[config.mk]
export PLATFORM = sky130hd
export DESIGN_NAME = program_loader
export DESIGN_NICKNAME = d
export VERILOG_FILES = /design/src/rtl/program_loader.sv
export SDC_FILE = /design/constraint.sdc
export NUM_CORES = 1
export LEC_CHECK = 0
export CAP_MARGIN = 20
export CORE_MARGIN = 2
export CORE_UTILIZATION = 45
export DETAILED_ROUTE_END_ITERATION = 6
export PLACE_DENSITY = 0.74
export SYNTH_ARGS = -nofsm -noshare
export SYNTH_HDL_FRONTEND = slang
export SYNTH_SLANG_ARGS = --single-unit
[constraint.sdc]
create_clock -name clk -period 3 [get_ports clk]
set_clock_uncertainty 0.05 [all_clocks]
set_input_delay 0.9 -clock clk [delete_from_list [all_inputs] [get_ports clk]]
set_output_delay 0.9 -clock clk [all_outputs]
set_load 0.05 [all_outputs]
[src/rtl/program_loader.sv]
// program_loader: boot-time writer for the processor's unified memory.
// Takes a byte stream over valid/ready, writes the bytes to consecutive
// addresses starting at START_ADDR, then checks a trailing checksum byte
// (image bytes + checksum must sum to zero modulo 2**DATA_W). The processor
// is held stalled until an image has loaded cleanly.
module program_loader #(
  parameter int unsigned       ADDR_W     = 8,
  parameter int unsigned       DATA_W     = 8,
  parameter logic [ADDR_W-1:0] START_ADDR = {ADDR_W{1'b0}}
) (
  input  logic              clk,
  input  logic              rst_n,
  input  logic              start,
  input  logic [ADDR_W:0]   len,
  input  logic [DATA_W-1:0] in_data,
  input  logic              in_valid,
  output logic              in_ready,
  output logic [ADDR_W-1:0] mem_addr,
  output logic [DATA_W-1:0] mem_wdata,
  output logic              mem_we,
  output logic              cpu_hold,
  output logic              busy,
  output logic              done,
  output logic              error
);

  typedef enum logic [2:0] {
    ST_IDLE  = 3'd0,
    ST_LOAD  = 3'd1,
    ST_CHECK = 3'd2,
    ST_DONE  = 3'd3,
    ST_ERROR = 3'd4
  } state_t;

  // Largest legal image: every memory location exactly once.
  localparam logic [ADDR_W:0]   MAX_LEN  = {1'b1, {ADDR_W{1'b0}}};
  localparam logic [ADDR_W:0]   CNT_ZERO = {(ADDR_W+1){1'b0}};
  localparam logic [ADDR_W:0]   CNT_ONE  = (ADDR_W+1)'(1);
  localparam logic [ADDR_W-1:0] ADDR_ONE = ADDR_W'(1);
  localparam logic [DATA_W-1:0] DATA_ZERO = {DATA_W{1'b0}};

  state_t              state_r, state_next_s;
  logic [ADDR_W:0]     count_r;
  logic [ADDR_W-1:0]   addr_r;
  logic [DATA_W-1:0]   sum_r;
  logic [DATA_W-1:0]   sum_chk_s;
  logic                accept_s;
  logic                len_ok_s;
  logic                can_start_s;
  logic                start_load_s;

  logic                in_ready_r, in_ready_s;
  logic                cpu_hold_r, cpu_hold_s;
  logic                busy_r, busy_s;
  logic                done_r, done_s;
  logic                error_r, error_s;
  logic                mem_we_r;
  logic [ADDR_W-1:0]   mem_addr_r;
  logic [DATA_W-1:0]   mem_wdata_r;

  // in_ready is registered, so the accept decision never looks back at in_valid combinationally.
  assign accept_s     = in_valid && in_ready_r;
  assign len_ok_s     = (len != CNT_ZERO) && (len <= MAX_LEN);
  assign can_start_s  = (state_r == ST_IDLE) || (state_r == ST_DONE) || (state_r == ST_ERROR);
  assign start_load_s = start && can_start_s && len_ok_s;
  assign sum_chk_s    = sum_r + in_data;

  // State register.
  always_ff @(posedge clk or negedge rst_n) begin
    if (!rst_n) begin
      state_r <= ST_IDLE;
    end else begin
      state_r <= state_next_s;
    end
  end

  // Next-state decode; start is honoured only while not mid-load.
  always_comb begin
    state_next_s = state_r;
    case (state_r)
      ST_IDLE, ST_DONE, ST_ERROR: begin
        if (start) begin
          state_next_s = len_ok_s ? ST_LOAD : ST_ERROR;
        end else begin
          state_next_s = state_r;
        end
      end
      ST_LOAD: begin
        if (accept_s && (count_r == CNT_ONE)) begin
          state_next_s = ST_CHECK;
        end else begin
          state_next_s = ST_LOAD;
        end
      end
      ST_CHECK: begin
        if (accept_s) begin
          state_next_s = (sum_chk_s == DATA_ZERO) ? ST_DONE : ST_ERROR;
        end else begin
          state_next_s = ST_CHECK;
        end
      end
      default: state_next_s = ST_IDLE;
    endcase
  end

  // Status outputs decoded from the next state so the registered copies match the state.
  always_comb begin
    in_ready_s = 1'b0;
    cpu_hold_s = 1'b1;
    busy_s     = 1'b0;
    done_s     = 1'b0;
    error_s    = 1'b0;
    case (state_next_s)
      ST_IDLE:  begin end
      ST_LOAD:  begin in_ready_s = 1'b1; busy_s = 1'b1; end
      ST_CHECK: begin in_ready_s = 1'b1; busy_s = 1'b1; end
      ST_DONE:  begin done_s = 1'b1; cpu_hold_s = 1'b0; end
      ST_ERROR: begin error_s = 1'b1; end
      default:  begin end
    endcase
  end

  // Registered status outputs.
  always_ff @(posedge clk or negedge rst_n) begin
    if (!rst_n) begin
      in_ready_r <= 1'b0;
      cpu_hold_r <= 1'b1;
      busy_r     <= 1'b0;
      done_r     <= 1'b0;
      error_r    <= 1'b0;
    end else begin
      in_ready_r <= in_ready_s;
      cpu_hold_r <= cpu_hold_s;
      busy_r     <= busy_s;
      done_r     <= done_s;
      error_r    <= error_s;
    end
  end

  // Load datapath: one memory write the cycle after each image byte is accepted.
  always_ff @(posedge clk or negedge rst_n) begin
    if (!rst_n) begin
      count_r     <= CNT_ZERO;
      addr_r      <= START_ADDR;
      sum_r       <= DATA_ZERO;
      mem_we_r    <= 1'b0;
      mem_addr_r  <= START_ADDR;
      mem_wdata_r <= DATA_ZERO;
    end else begin
      mem_we_r <= 1'b0;
      if (start_load_s) begin
        count_r <= len;
        addr_r  <= START_ADDR;
        sum_r   <= DATA_ZERO;
      end else if ((state_r == ST_LOAD) && accept_s) begin
        mem_we_r    <= 1'b1;
        mem_addr_r  <= addr_r;
        mem_wdata_r <= in_data;
        addr_r      <= addr_r + ADDR_ONE;
        sum_r       <= sum_chk_s;
        count_r     <= count_r - CNT_ONE;
      end else begin
        count_r <= count_r;
      end
    end
  end

  assign in_ready  = in_ready_r;
  assign cpu_hold  = cpu_hold_r;
  assign busy      = busy_r;
  assign done      = done_r;
  assign error     = error_r;
  assign mem_we    = mem_we_r;
  assign mem_addr  = mem_addr_r;
  assign mem_wdata = mem_wdata_r;

endmodule

Yosys cells after proc, flatten, opt, wreduce, memory -nomap -nowiden. Index checks and enable logic that the tools add are counted.

Add/subtract/negate cells: 3. Multipliers: 0. Divide/modulo/power cells: 0. Order comparisons: 1. Eq/ne operators: 9. Shifts and indexed selects: 0. Multiplexer cells: 18. Bitwise operators: 1. Reductions and logical operators: 15.

Operators by type and width (number): 2-to-1 mux 8 bit (4); 2-to-1 mux 9 bit (2); == test 3 x 2 -> 1 bit (second input constant) (4); 2-to-1 mux 3 bit (4); == test 9 x 1 -> 1 bit (second input constant) (1); <= comparator 9 bit (second input constant) (1); case mux 3 bit (3 select lines) (1); nonzero test 9 bit (1); subtractor 9 x 1 -> 9 bit (second input constant) (1); adder 8 x 1 -> 8 bit (second input constant) (1); adder 8 bit (1); logical NOT 8 bit (1); == test 3 x 1 -> 1 bit (second input constant) (2); == test 3 bit (second input constant) (2); logical AND 1 bit (6); 2-to-1 mux 1 bit (6); logical NOT 3 bit (1); OR reduction 3 bit (1); logical OR 1 bit (2); 2-to-1 mux 2 bit (1); AND reduction 2 bit (1); nonzero test 2 bit (1); OR reduction 2 bit (1); NOT 1 bit (1).

Register bits after elaboration: 49. Bits in latches: 0. Bits in writable memories: 0. Memory bits (read-only): 0. Output and inout port bits: 22. Logic and storage cells: 58. Memories kept: 0.

Depth between registers and ports, before layout.
Depth in word-level cells: 8. Gate-level depth with buffers: 8. Depth with buffers taken out: 8.

Worst setup path after synthesis. OpenSTA, ideal clock, no wires.

Path kind: input to register. From: input in_data[0]. To: register error_r (netlist: error). Arrival time: 2.786 ns. Data required time: 2.824 ns. Slack: 0.038 ns. Stages on the path: 8. Path buffers: 0. Path through: ha_1 > fa_1 > a211oi_2 > o21bai_1 > a21oi_1 > xor2_1 > nand3_1 > a221o_1.

Word-level cells in the longest chain between the ends: 7.

Ends and longest elaborated chain: start: declaration (RTL line 15) `input logic [DATA_W-1:0] in_data,`; adder 8 bit (RTL line 66) `assign sum_chk_s = sum_r + in_data;`; logical NOT 8 bit (RTL line 97) `state_next_s = (sum_chk_s == DATA_ZERO) ? ST_DONE : ST_ERROR;`; 2-to-1 mux 3 bit (RTL line 97); 2-to-1 mux 3 bit (RTL line 96) `if (accept_s) begin`; case mux 3 bit (3 select lines) (RTL line 80) `case (state_r)`; == test 3 bit (RTL line 113) `case (state_next_s)`; 2-to-1 mux 1 bit (RTL line 113); net error_s (RTL line 56) `logic error_r, error_s;`; end signal: assignment (RTL line 136) `error_r <= error_s;`; end: declaration (RTL line 56).

The timed path passes the listed nets, and every way through them passes these cells. A chain may end at the register's enable or synchronous reset.

Final worst setup path.
From: input in_data[0]. To: register state_r[2].

Word-level cells in the longest chain between the ends: 5.

Ends and longest elaborated chain: adder 8 bit (RTL line 66); logical NOT 8 bit (RTL line 97); 2-to-1 mux 3 bit (RTL line 97); 2-to-1 mux 3 bit (RTL line 96); case mux 3 bit (3 select lines) (RTL line 80); net state_next_s[2] (RTL line 42) `state_t state_r, state_next_s;`; end signal: assignment (RTL line 73) `state_r <= state_next_s;`; end: declaration (RTL line 42).

The timed path passes the listed nets, and every way through them passes these cells.

==> load_flow_metrics.sql <==
INSERT INTO impl_metrics (metric_group, metric, value, unit) VALUES
('layout', 'number_of_antenna_repair_diodes', '0', ''),
('synthesis', 'synth_flop_cell', 'dfrtp_1', ''),
('synthesis', 'synth-async-reset-ratio', '100', '%'),
('flow_run', 'maxCapViolations', '0', ''),
('die', 'floorplan.die.width', '80.0', 'um'),
('worst_setup_path', 'worst_ep_arrival_time', '3.02', 'ns'),
('die', 'fp-row-count', '27', ''),
('route', 'vias_per_cell', '5.37', ''),
('route', 'drtAntennaViolNets', '0', ''),
('hold_path', 'hold_class', 'register to register', ''),
('die', 'fp.coreArea', '5540', 'sq um'),
('die', 'io-pin-count', '43', ''),
('timing', 'final-hold-violation-count', '0', ''),
('synthesis', 'synth_enable_flop_cells', '0', ''),
('worst_setup_path', 'critical_setup_path_kind', 'input pin to register', ''),
('timing', 'final_max_slew_viol_count', '0', ''),
('synthesis', 'postSynthCellCount', '278', ''),
('layout', 'fillCellCount', '471', ''),
('worst_setup_path', 'crit-reg2reg-launch', 'sum_r[0]', ''),
('worst_setup_path', 'critPathLaunchType', 'input pin', ''),
('grt', 'track_usage', '19.4', '%'),
('grt', 'grt_overflow_total', '0', ''),
('grt', 'first_global_vias', '2123', ''),
('placement', 'global_placement_routability_congestion', '0.838', ''),
('route', 'remaining_drc_errors', '0', ''),
('synthesis', 'synthDistinctLibCells', '57', ''),
('synthesis', 'synth-seq-area-share', '47.3', '%'),
('route', 'route.final.wire_length', '5.56', 'mm'),
('synthesis', 'synth_area_per_cell', '9.34', 'sq um'),
('placement', 'place.detailed.hpwl', '3.94', 'mm'),
('run_status', 'result_of_the_run', 'complete, no violations', ''),
('route', 'dr_total_vias', '2209', ''),
('clock_network', 'cts_inserted_buffers', '5', ''),
('placement', 'io_buffers', '42', ''),
('grt', 'antenna_found_initial', '0', ''),
('synthesis', 'postSynthNetCount', '310', ''),
('timing', 'final.period_utilization', '95.8', '%'),
('timing', 'timing.hold.ws', '0.427', 'ns'),
('layout', 'finish.instance_area', '3380', 'sq um'),
('timing', 'tightest_slew', '0.571', 'ns'),
('synthesis', 'synthesis.area', '2600', 'sq um'),
('pwr', 'power_per_cell_area', '892', 'nW/um^2'),
('layout', 'final_net_count', '370', ''),
('clock_network', 'clock_sink_count', '49', ''),
('timing', 'rsz0062_at_grt', 'false', ''),
('pwr', 'irDropWorstVdd', '500', 'uV'),
('clock_network', 'number_of_buffers_on_the_longest_clock_path', '2', ''),
('clock_network', 'cts_max_level', '2', ''),
('clock_network', 'cts.reportedPaths.clkPinSlew', '0.09', 'ns'),
('timing', 'clock.fmax', '0.348', 'GHz'),
('placement', 'postPlaceCellArea', '3230', 'sq um'),
('clock_network', 'root_buffer', 'clkbuf_8', ''),
('route', 'wl_per_cell', '13.5', 'um'),
('die', 'initial_utilization', '46.9', '%'),
('route', 'initialDrtViolationCount', '113', ''),
('die', 'vertical_extent_of_the_die', '80.0', 'um'),
('grt', 'grt_max_degree', '37', ''),
('synthesis', 'ys_warn_count', '0', ''),
('timing', 'maxSlewHeadroom', '61.9', '%'),
('die', 'die_area', '6400', 'sq um'),
('layout', 'flow.area_growth_from_synthesis', '30.0', '%'),
('timing', 'setup_viol', '0', ''),
('synthesis', 'ys_seq_elements', '49', ''),
('timing', 'finalCriticalPeriod', '2.87', 'ns'),
('pwr', 'cellLeakagePower', '1.51', 'nW'),
('layout', 'ratio_of_cells_with_drive_above_1_in_the_final_layout', '16.5', '%'),
('clock_network', 'clk_latency', '0.31', 'ns'),
('worst_setup_path', 'critical_path.max_fanout', '3', ''),
('grt', 'grt_pass1_wl', '9.75', 'mm'),
('clock_network', 'tritoncts', 'built', ''),
('worst_setup_path', 'worstSetupEndpointType', 'register', ''),
('hold_path', 'min-delay-start', 'mem_wdata[4]', ''),
('worst_setup_path', 'timing.critical_path.required', '3.15', 'ns'),
('route', 'first_pass_iters', '4', ''),
('worst_setup_path', 'worst_setup_path_startpoint', 'in_data[0]', '');
-- Yosys cell counts (2+ instances only) --
master / instances / area, sq um
o22ai_1: 3 / 18.8
o221ai_1: 3 / 26.3
o32ai_1: 3 / 26.3
nor3_1: 4 / 20.0
clkbuf_1: 5 / 18.8
o22a_1: 2 / 17.5
nand2_1: 73 / 274
ha_1: 10 / 125
dfrtp_1: 48 / 1200
o21a_1: 2 / 15.0
inv_1: 6 / 22.5
nand2b_1: 4 / 25.0
o21ba_2: 2 / 20.0
nor4_1: 5 / 31.3
a21oi_1: 6 / 30.0
o21bai_1: 2 / 15.0
xnor2_1: 2 / 17.5
a221o_1: 5 / 50.1
or3_1: 4 / 25.0
o21ai_0: 18 / 90.1
nand4_1: 3 / 18.8
buf_2: 7 / 35.0
nor2_1: 14 / 52.6
nand3_1: 4 / 20.0
nor2b_1: 3 / 18.8
o211ai_1: 2 / 15.0
xor2_1: 8 / 70.1
-- layer usage --
layer	global-route usage [%]	routed length (um)	vias to the layer above	part of all wire [%]
met5	0	0	-	0
met4	6.27	92	0	1.7
met3	4.41	229	9	4.1
met2	30.4	2590	52	47
met1	26.5	2650	1054	48
li1	-	-	1094	-
-- metrics by stage --
stage / util (%) / instances / setup TNS [ns] / total power (W) / worst slack (ns)
CTS: 60.5 / 411 / 0 / 0.00298 / 0.0619
finish: 60.9 / 411 / 0 / 0.00301 / 0.126
detailed placement: 58.3 / 402 / -2.96 / 0.00254 / -0.510
global route: 60.9 / 411 / 0 / 0.00322 / 0.0143
floorplan: - / 278 / 0 / 0.00205 / 0.0378
global placement: 58.3 / 402 / -2.49 / 0.00251 / -0.451
-- worst paths after layout --
path / slack [ns] / to / cells after the start
max: 0.13 / state_r[2] / 9
min: 0.43 / mem_wdata[4] / 2
max reg2reg: 0.53 / state_r[2] / 8
min reg2reg: 0.43 / mem_wdata[4] / 2
max in group asynchronous: 1.76 / cpu_hold / 2
min in group asynchronous: 0.52 / count_r[5] / 1
-- where the power goes --
part	internal (W)	leakage, nW	switching (W)
combinational	0.000643	0.832	0.000927
sequential	0.000870	0.635	0.000166
clock	0.000169	0.0447	0.000235
-- placed cells by master (no fill, tap or decap), drive strengths merged, types with 4 or more instances in the layout --
master,n
or3,5
a21oi,6
dfrtp,48
clkbuf,5
clkdlybuf4s50,39
inv,7
nor2,14
xor2,8
buf,26
nand3,4
nor4,6
nor3,5
nand2b,4
a221o,5
o21ai,19
nand2,74
ha,10
-- sequential cells by signal (all words and copies together), names as in the netlist --
register and cells:
addr_r 8, mem_addr 8, error 1, busy 1, mem_wdata 8, done 1, count_r 9, mem_we 1
sum_r 8, state_r 3, cpu_hold 1
-- worst max-delay path, stage by stage --
cell and delay, ns:
dlygate4sd2_1 0.25, ha_2 0.20, fa_2 0.42, a211oi_4 0.26, o21ba_2 0.18, o221ai_2 0.09, nor3_2 0.25, nand3_2 0.13
a221o_1 0.33
-- kinds of logic (layout without fill, tap and decap cells) --
| group | Yosys count | after routing | share of synthesized area, % |
|---|---|---|---|
| fa+ha+maj | 11 | 11 | 5.59 |
| compound gates | 60 | 60 | 17.1 |
| buf+inv | 21 | 82 | 3.56 |
| simple gates | 127 | 127 | 23.2 |
| xor+xnor | 10 | 10 | 3.37 |
| flops | 49 | 49 | 47.3 |
-- area by class of cell --
| cell class | instances | area [sq um] | area share, % |
|---|---|---|---|
| Clock buffer | 5 | 68.8 | 2.04 |
| Multi-Input combinational cell | 208 | 1320 | 39.1 |
| Inverter | 7 | 27.5 | 0.815 |
| Tap cell | 72 | 90.1 | 2.67 |
| Timing Repair Buffer | 67 | 617 | 18.3 |
| Sequential cell | 49 | 1230 | 36.4 |
| Clock inverter | 3 | 25.0 | 0.741 |
-- what timing repair did --
action / in CTS / in global routing
buffers inserted: 1 / 0
hold buffers: 0 / 0
setup endpoints to repair: 6 / 5
gates resized for setup: 6 / 5
pin swaps: 12 / 6
endpoints found under the hold margin: 0 / 0
Power figures use the tool's default switching activity.
